## config.mk

```make
export PLATFORM = sky130hd
export DESIGN_NAME = sam_encoder_flat
export DESIGN_NICKNAME = d
export VERILOG_FILES = /design/src/rtl/sam_encoder_if.sv /design/src/rtl/sam_encoder.sv /design/src/flat_wrapper.sv
export SDC_FILE = /design/constraint.sdc
export NUM_CORES = 1
export LEC_CHECK = 0
export CORE_UTILIZATION = 48
export CTS_BUF_LIST = sky130_fd_sc_hd__clkbuf_4
export DETAILED_ROUTE_END_ITERATION = 8
export DONT_BUFFER_PORTS = 1
export PLACE_DENSITY = 0.62
export SETUP_SLACK_MARGIN = 0.2
export SLEW_MARGIN = 20
export SYNTH_ARGS = -nofsm -noshare
export SYNTH_HDL_FRONTEND = slang
export SYNTH_SLANG_ARGS = --single-unit
```

## constraint.sdc

```tcl
create_clock -name clk -period 2.1 [get_ports clk]
set_clock_uncertainty 0.1 [all_clocks]
set_input_delay 0.105 -clock clk [delete_from_list [all_inputs] [get_ports clk]]
set_output_delay 0.105 -clock clk [all_outputs]
set_load 0.02 [all_outputs]
```

## src/rtl/sam_encoder_if.sv

```systemverilog
// sam_encoder_if: host request/descriptor inputs and UART TX byte handshake
// for the SAM frame encoder. The encoder uses the slave modport; the
// host/UART side uses the master modport.
interface sam_encoder_if;
    logic       send_req;
    logic [1:0] kind1;
    logic [1:0] kind2;
    logic [1:0] kind3;
    logic [1:0] idx1;
    logic [1:0] idx2;
    logic [1:0] idx3;
    logic [7:0] tx_data;
    logic       tx_start;
    logic       tx_done;
    logic       busy;
    logic       msg_done;

    modport master (
        output send_req, kind1, kind2, kind3, idx1, idx2, idx3, tx_done,
        input  tx_data, tx_start, busy, msg_done
    );

    modport slave (
        input  send_req, kind1, kind2, kind3, idx1, idx2, idx3, tx_done,
        output tx_data, tx_start, busy, msg_done
    );
endinterface

```

## src/rtl/sam_encoder.sv

```systemverilog
// sam_encoder: serialises a three-subunit SAM command into the ASCII frame
// "SAM-1.ttt-2.ttt-3.ttt-#" one byte per UART start/done handshake.
// Optional feature: define SAM_ENC_CRLF_EN to append CR (8'h0D) and
// LF (8'h0A) after '#', extending the frame to 25 bytes.
module sam_encoder #(
    parameter int MSG_LEN = 23
) (
    input  logic         clk,
    input  logic         rst,
    sam_encoder_if.slave bus
);

`ifdef SAM_ENC_CRLF_EN
    localparam int FRAME_LEN = MSG_LEN + 2;
`else
    localparam int FRAME_LEN = MSG_LEN;
`endif
    localparam logic [4:0]  LAST_IDX  = 5'(FRAME_LEN - 1);
    localparam logic [23:0] TOKEN_XXX = 24'h58_58_58;

    typedef enum logic [0:0] {
        IDLE    = 1'b0,
        WAIT_TX = 1'b1
    } state_t;

    // Build a 3-byte token; byte 0 of the token sits in bits [23:16].
    function automatic logic [23:0] encode_token(input logic [1:0] kind,
                                                 input logic [1:0] idx);
        logic [7:0]  digit;
        logic [23:0] tok;
        digit = 8'h30 + {6'd0, idx};
        if (idx == 2'd0) begin
            tok = TOKEN_XXX;
        end else begin
            case (kind)
                2'd1:    tok = {8'h4D, 8'h55, digit};  // "MU<d>"
                2'd2:    tok = {8'h53, 8'h55, digit};  // "SU<d>"
                default: tok = TOKEN_XXX;
            endcase
        end
        return tok;
    endfunction

    // Frame byte at position i, given the latched tokens.
    function automatic logic [7:0] frame_byte(input logic [4:0]  i,
                                              input logic [23:0] t1,
                                              input logic [23:0] t2,
                                              input logic [23:0] t3);
        logic [7:0] b;
        case (i)
            5'd0:    b = 8'h53;       // 'S'
            5'd1:    b = 8'h41;       // 'A'
            5'd2:    b = 8'h4D;       // 'M'
            5'd3:    b = 8'h2D;       // '-'
            5'd4:    b = 8'h31;       // '1'
            5'd5:    b = 8'h2E;       // '.'
            5'd6:    b = t1[23:16];
            5'd7:    b = t1[15:8];
            5'd8:    b = t1[7:0];
            5'd9:    b = 8'h2D;
            5'd10:   b = 8'h32;       // '2'
            5'd11:   b = 8'h2E;
            5'd12:   b = t2[23:16];
            5'd13:   b = t2[15:8];
            5'd14:   b = t2[7:0];
            5'd15:   b = 8'h2D;
            5'd16:   b = 8'h33;       // '3'
            5'd17:   b = 8'h2E;
            5'd18:   b = t3[23:16];
            5'd19:   b = t3[15:8];
            5'd20:   b = t3[7:0];
            5'd21:   b = 8'h2D;
            5'd22:   b = 8'h23;       // '#'
`ifdef SAM_ENC_CRLF_EN
            5'd23:   b = 8'h0D;
            5'd24:   b = 8'h0A;
`endif
            default: b = 8'h00;
        endcase
        return b;
    endfunction

    state_t      state_r,    state_s;
    logic [4:0]  idx_r,      idx_s;
    logic [23:0] tok1_r,     tok1_s;
    logic [23:0] tok2_r,     tok2_s;
    logic [23:0] tok3_r,     tok3_s;
    logic [7:0]  tx_data_r,  tx_data_s;
    logic        tx_start_r, tx_start_s;
    logic        busy_r,     busy_s;
    logic        msg_done_r, msg_done_s;
    logic [4:0]  next_idx_s;

    assign next_idx_s = idx_r + 5'd1;

    // Next-state and output decode; every output is registered below.
    always_comb begin
        state_s    = state_r;
        idx_s      = idx_r;
        tok1_s     = tok1_r;
        tok2_s     = tok2_r;
        tok3_s     = tok3_r;
        tx_data_s  = tx_data_r;
        tx_start_s = 1'b0;
        busy_s     = busy_r;
        msg_done_s = 1'b0;
        case (state_r)
            IDLE: begin
                if (bus.send_req) begin
                    tok1_s     = encode_token(bus.kind1, bus.idx1);
                    tok2_s     = encode_token(bus.kind2, bus.idx2);
                    tok3_s     = encode_token(bus.kind3, bus.idx3);
                    idx_s      = 5'd0;
                    tx_data_s  = 8'h53;  // byte 0 is always 'S'
                    tx_start_s = 1'b1;
                    busy_s     = 1'b1;
                    state_s    = WAIT_TX;
                end else begin
                    state_s    = IDLE;
                end
            end
            WAIT_TX: begin
                if (bus.tx_done) begin
                    if (idx_r == LAST_IDX) begin
                        idx_s      = 5'd0;
                        busy_s     = 1'b0;
                        msg_done_s = 1'b1;
                        state_s    = IDLE;
                    end else begin
                        idx_s      = next_idx_s;
                        tx_data_s  = frame_byte(next_idx_s, tok1_r, tok2_r, tok3_r);
                        tx_start_s = 1'b1;
                        state_s    = WAIT_TX;
                    end
                end else begin
                    state_s = WAIT_TX;
                end
            end
            default: begin
                idx_s   = 5'd0;
                busy_s  = 1'b0;
                state_s = IDLE;
            end
        endcase
    end

    // State, byte index, latched tokens and registered outputs.
    always_ff @(posedge clk or posedge rst) begin
        if (rst) begin
            state_r    <= IDLE;
            idx_r      <= 5'd0;
            tok1_r     <= TOKEN_XXX;
            tok2_r     <= TOKEN_XXX;
            tok3_r     <= TOKEN_XXX;
            tx_data_r  <= 8'h00;
            tx_start_r <= 1'b0;
            busy_r     <= 1'b0;
            msg_done_r <= 1'b0;
        end else begin
            state_r    <= state_s;
            idx_r      <= idx_s;
            tok1_r     <= tok1_s;
            tok2_r     <= tok2_s;
            tok3_r     <= tok3_s;
            tx_data_r  <= tx_data_s;
            tx_start_r <= tx_start_s;
            busy_r     <= busy_s;
            msg_done_r <= msg_done_s;
        end
    end

    assign bus.tx_data  = tx_data_r;
    assign bus.tx_start = tx_start_r;
    assign bus.busy     = busy_r;
    assign bus.msg_done = msg_done_r;

endmodule
```

## src/flat_wrapper.sv

```systemverilog
// flat-port wrapper written by rule: the top's interface ports become plain ports
module sam_encoder_flat 
#(
    parameter int MSG_LEN = 23
)
  (clk, rst, bus_send_req, bus_kind1, bus_kind2, bus_kind3, bus_idx1, bus_idx2, bus_idx3, bus_tx_done, bus_tx_data, bus_tx_start, bus_busy, bus_msg_done);
  sam_encoder_if bus_i ();
  input  logic clk;
  input  logic rst;
  input wire logic [$bits(bus_i.send_req)-1:0] bus_send_req;
  input wire logic [$bits(bus_i.kind1)-1:0] bus_kind1;
  input wire logic [$bits(bus_i.kind2)-1:0] bus_kind2;
  input wire logic [$bits(bus_i.kind3)-1:0] bus_kind3;
  input wire logic [$bits(bus_i.idx1)-1:0] bus_idx1;
  input wire logic [$bits(bus_i.idx2)-1:0] bus_idx2;
  input wire logic [$bits(bus_i.idx3)-1:0] bus_idx3;
  input wire logic [$bits(bus_i.tx_done)-1:0] bus_tx_done;
  output wire logic [$bits(bus_i.tx_data)-1:0] bus_tx_data;
  output wire logic [$bits(bus_i.tx_start)-1:0] bus_tx_start;
  output wire logic [$bits(bus_i.busy)-1:0] bus_busy;
  output wire logic [$bits(bus_i.msg_done)-1:0] bus_msg_done;
  assign bus_i.send_req = bus_send_req;
  assign bus_i.kind1 = bus_kind1;
  assign bus_i.kind2 = bus_kind2;
  assign bus_i.kind3 = bus_kind3;
  assign bus_i.idx1 = bus_idx1;
  assign bus_i.idx2 = bus_idx2;
  assign bus_i.idx3 = bus_idx3;
  assign bus_i.tx_done = bus_tx_done;
  assign bus_tx_data = bus_i.tx_data;
  assign bus_tx_start = bus_i.tx_start;
  assign bus_busy = bus_i.busy;
  assign bus_msg_done = bus_i.msg_done;
  sam_encoder #(.MSG_LEN(MSG_LEN)) u_core (.clk(clk), .rst(rst), .bus(bus_i));
endmodule
```

==> flow_summary.json <==
{
  "rsz0062_at_grt": "yes",
  "period_share_pct": 102,
  "grt_pass1_vias": 2888,
  "p_per_area_nw_per_um2": 1230,
  "ys_types": 59,
  "drtIter0Drc": 354,
  "route.vias.total": 2885,
  "cp_cell_sequence": "ha_4 -> buf_8 -> buf_4 -> nand2_4 -> o21bai_4 -> a21o_4 -> a32o_2 -> a211oi_2 -> o21ai_1",
  "netlist.area_leader.share_pct": 28.2,
  "path_buf_inv": 2,
  "fin_crit_ns": 2.15,
  "critPathTopFamily": "compound AO/OA/AOI/OAI gates",
  "drive_above_1_share_pct": 36.7,
  "hold_path.class": "in2async",
  "firstDrtPassIters": 5,
  "root_buffer": "clkbuf_4",
  "fin_ws_ns": -0.0501,
  "syn_avg_cell_area_sq_um": 8.45,
  "cts_sinks": 40,
  "cp_slowest_stage_delay_ns": 0.46,
  "synthTopCellsByCount": "41 x nand2_1, 41 x nor2_1, 31 x dfrtp_1",
  "total_leakage_power_nw": 1.72,
  "die_w_um": 77.8,
  "cp-end-kind": "flip-flop",
  "dieHeight_um": 77.8,
  "wl_per_cell_um": 18.5,
  "cts_tree": "yes",
  "synth_edf_count": 0,
  "avgViaCountPerCell": 6.10,
  "antenna_found_initial": 0,
  "maxSlewHeadroom_pct": 56.8,
  "area_growth_pct": 41.6,
  "ir_worst_vdd_uv": 582,
  "cts_buffers": 5,
  "path_max_fanout": 7,
  "status": "finished with violations",
  "synth.yosys.seq_area_share_pct": 36.7,
  "cts_max_path_buffers": 2,
  "place_congestion": 0.950,
  "synthFlopType": "dfrtp_1",
  "nNetsFinal": 433,
  "grt_max_degree": 41,
  "max_cap_viol_count": 0,
  "drv_slew": 0,
  "drc": 0,
  "clk_latency_ns": 0.36,
  "io-pin-count": 27,
  "post-dp-hpwl_um": 5990,
  "portBuffers": 0,
  "synth.area.top_cells": "dfrtp_1 28%, dfstp_2 8.6%, ha_1 7.7%, nand2_1 5.6%, nor2_1 5.6%",
  "critPathSlowestCell": "dfrtp_2",
  "hold_viol": 0,
  "grt_pass1_wl_um": 14200,
  "post-route-util_pct": 70.9,
  "dp_slack_ns": -0.109,
  "seq_area_sq_um": 1020,
  "cp.arrival_ns": 2.31,
  "grt_overflow": 0,
  "rrSetupSlack_ns": -0.05,
  "final-setup-viol-count": 6,
  "tightestPinTransition_ns": 0.648,
  "diodes": 0,
  "syn_inst": 326,
  "fillCellCount": 446,
  "track_usage_pct": 30.2,
  "yosys_warnings": 0,
  "failed_checks": "setup timing",
  "synth_top_area_cell": "dfrtp_1",
  "multi_input_area_sq_um": 1890,
  "routed_wl_um": 8740,
  "syn_nets": 359,
  "start_util_pct": 50.0,
  "synth-async-reset-ratio_pct": 100,
  "clkSlewWorstSetupHoldPaths_ns": 0.13,
  "cp.required_ns": 2.26,
  "post_dp_cell_area_sq_um": 3220,
  "num_rows": 27,
  "final_area_sq_um": 3900,
  "htree_levels": 2,
  "drtAntennaViolNets": 0,
  "synth_area_sq_um": 2760,
  "max_freq_mhz": 465,
  "criticalPathCategory": "reg2reg",
  "core_region_area_sq_um": 5510,
  "start_kind": "flip-flop",
  "dieArea_sq_um": 6050,
  "synth-seq-cells": 40
}
-- flip-flops by register name (all words and copies together), names as in the netlist --
signal	count
u_core.bus.busy	1
u_core.bus.msg_done	1
u_core.bus.tx_data	7
u_core.bus.tx_start	1
u_core.idx_r	5
u_core.state_r	1
u_core.tok1_r	8
u_core.tok2_r	8
u_core.tok3_r	8
-- final timing paths --
check / cells after the start / start / end
max: 9 / u_core.idx_r[1]$_DFFE_PP0P_ / u_core.bus.tx_data[2]$_DFFE_PP0P_
min: 3 / rst / u_core.idx_r[4]$_DFFE_PP0P_
max reg2reg: 9 / u_core.idx_r[1]$_DFFE_PP0P_ / u_core.bus.tx_data[2]$_DFFE_PP0P_
min reg2reg: 2 / u_core.tok2_r[1]$_DFFE_PP0P_ / u_core.tok2_r[1]$_DFFE_PP0P_
max in group asynchronous: 3 / rst / u_core.tok2_r[20]$_DFFE_PP1P_
min in group clk: 3 / bus_send_req / u_core.tok3_r[1]$_DFFE_PP0P_
-- layout make-up --
cell class	instances	share of cell area (%)
Timing Repair Buffer	88	20.0
Multi-Input combinational cell	251	48.5
Clock inverter	1	0.224
Clock buffer	7	1.35
Tap cell	72	2.31
Sequential cell	40	26.1
Inverter	14	1.54
-- layout by cell type (no fill, tap or decap), types with 3 or more instances in the layout --
cell type      count
a22o_1            11
a211oi_2           3
ha_4               5
buf_6             11
buf_4             56
dfstp_2            9
ha_1              12
inv_2              4
o211ai_1           3
nand3_1           15
nor2_1            35
nand2b_1           3
clkbuf_4           7
nor2_2             4
a31oi_1            6
o21ai_2            3
inv_1              8
a21oi_1           22
dfrtp_2            4
o21ai_1            5
nand2_1           36
dlygate4sd3_1     18
a21oi_2            3
a22oi_1            3
o22a_1             3
or3_1              3
nand2_2            3
nand4b_1           3
o21ai_0           10
dfrtp_1           27
-- stage by stage --
step | setup TNS (ns) | hold slack [ns] | total power, mW | instances
after floorplan | 0 | 0.130 | 2.63 | 326
after global placement | -0.258 | 0.0499 | 3.53 | 429
after detailed placement | -0.390 | 0.0522 | 3.54 | 429
after CTS | -0.0244 | 0.209 | 4.54 | 469
after global routing | -0.572 | 0.275 | 5.06 | 473
final | -0.159 | 0.207 | 4.80 | 473
-- tightest hold or removal path: cells and delay by family --
family	cells	cell delay [ns]
buf+inv	3	1.03
-- layer usage --
metal	track usage (%)	wire [um]
met1	38.3	3670
met2	49.2	4190
met3	6.12	612
met4	14.2	270
met5	0	0
-- kinds of logic (layout without fill, tap and decap cells) --
kind of cell,after synthesis,in the layout,synth area share [%]
muxes,2,2,0.727
DFF,40,40,36.7
adders and majority gates,17,17,7.72
other,1,1,0.136
xor gates and xnor gates,7,7,2.77
buffers and inverters,35,110,5.81
and+or+nand+nor,124,124,21.0
AOI/OAI and AO/OA,100,100,25.1
-- report_power, final --
group / internal, mW / leakage [nW] / switching, mW
clock network: 0.161 / 0.0363 / 0.271
registers: 0.950 / 0.483 / 0.282
logic: 1.55 / 1.21 / 1.59
-- timing repair --
action / CTS / global route
pin swaps: 19 / 16
hold buffers: 18 / 0
hold endpoints to repair: 64 / 0
resized for setup: 63 / 16
setup endpoints to repair: 9 / 12
buffers inserted: 14 / 4
Note: power is estimated with default switching activity, not from simulation.
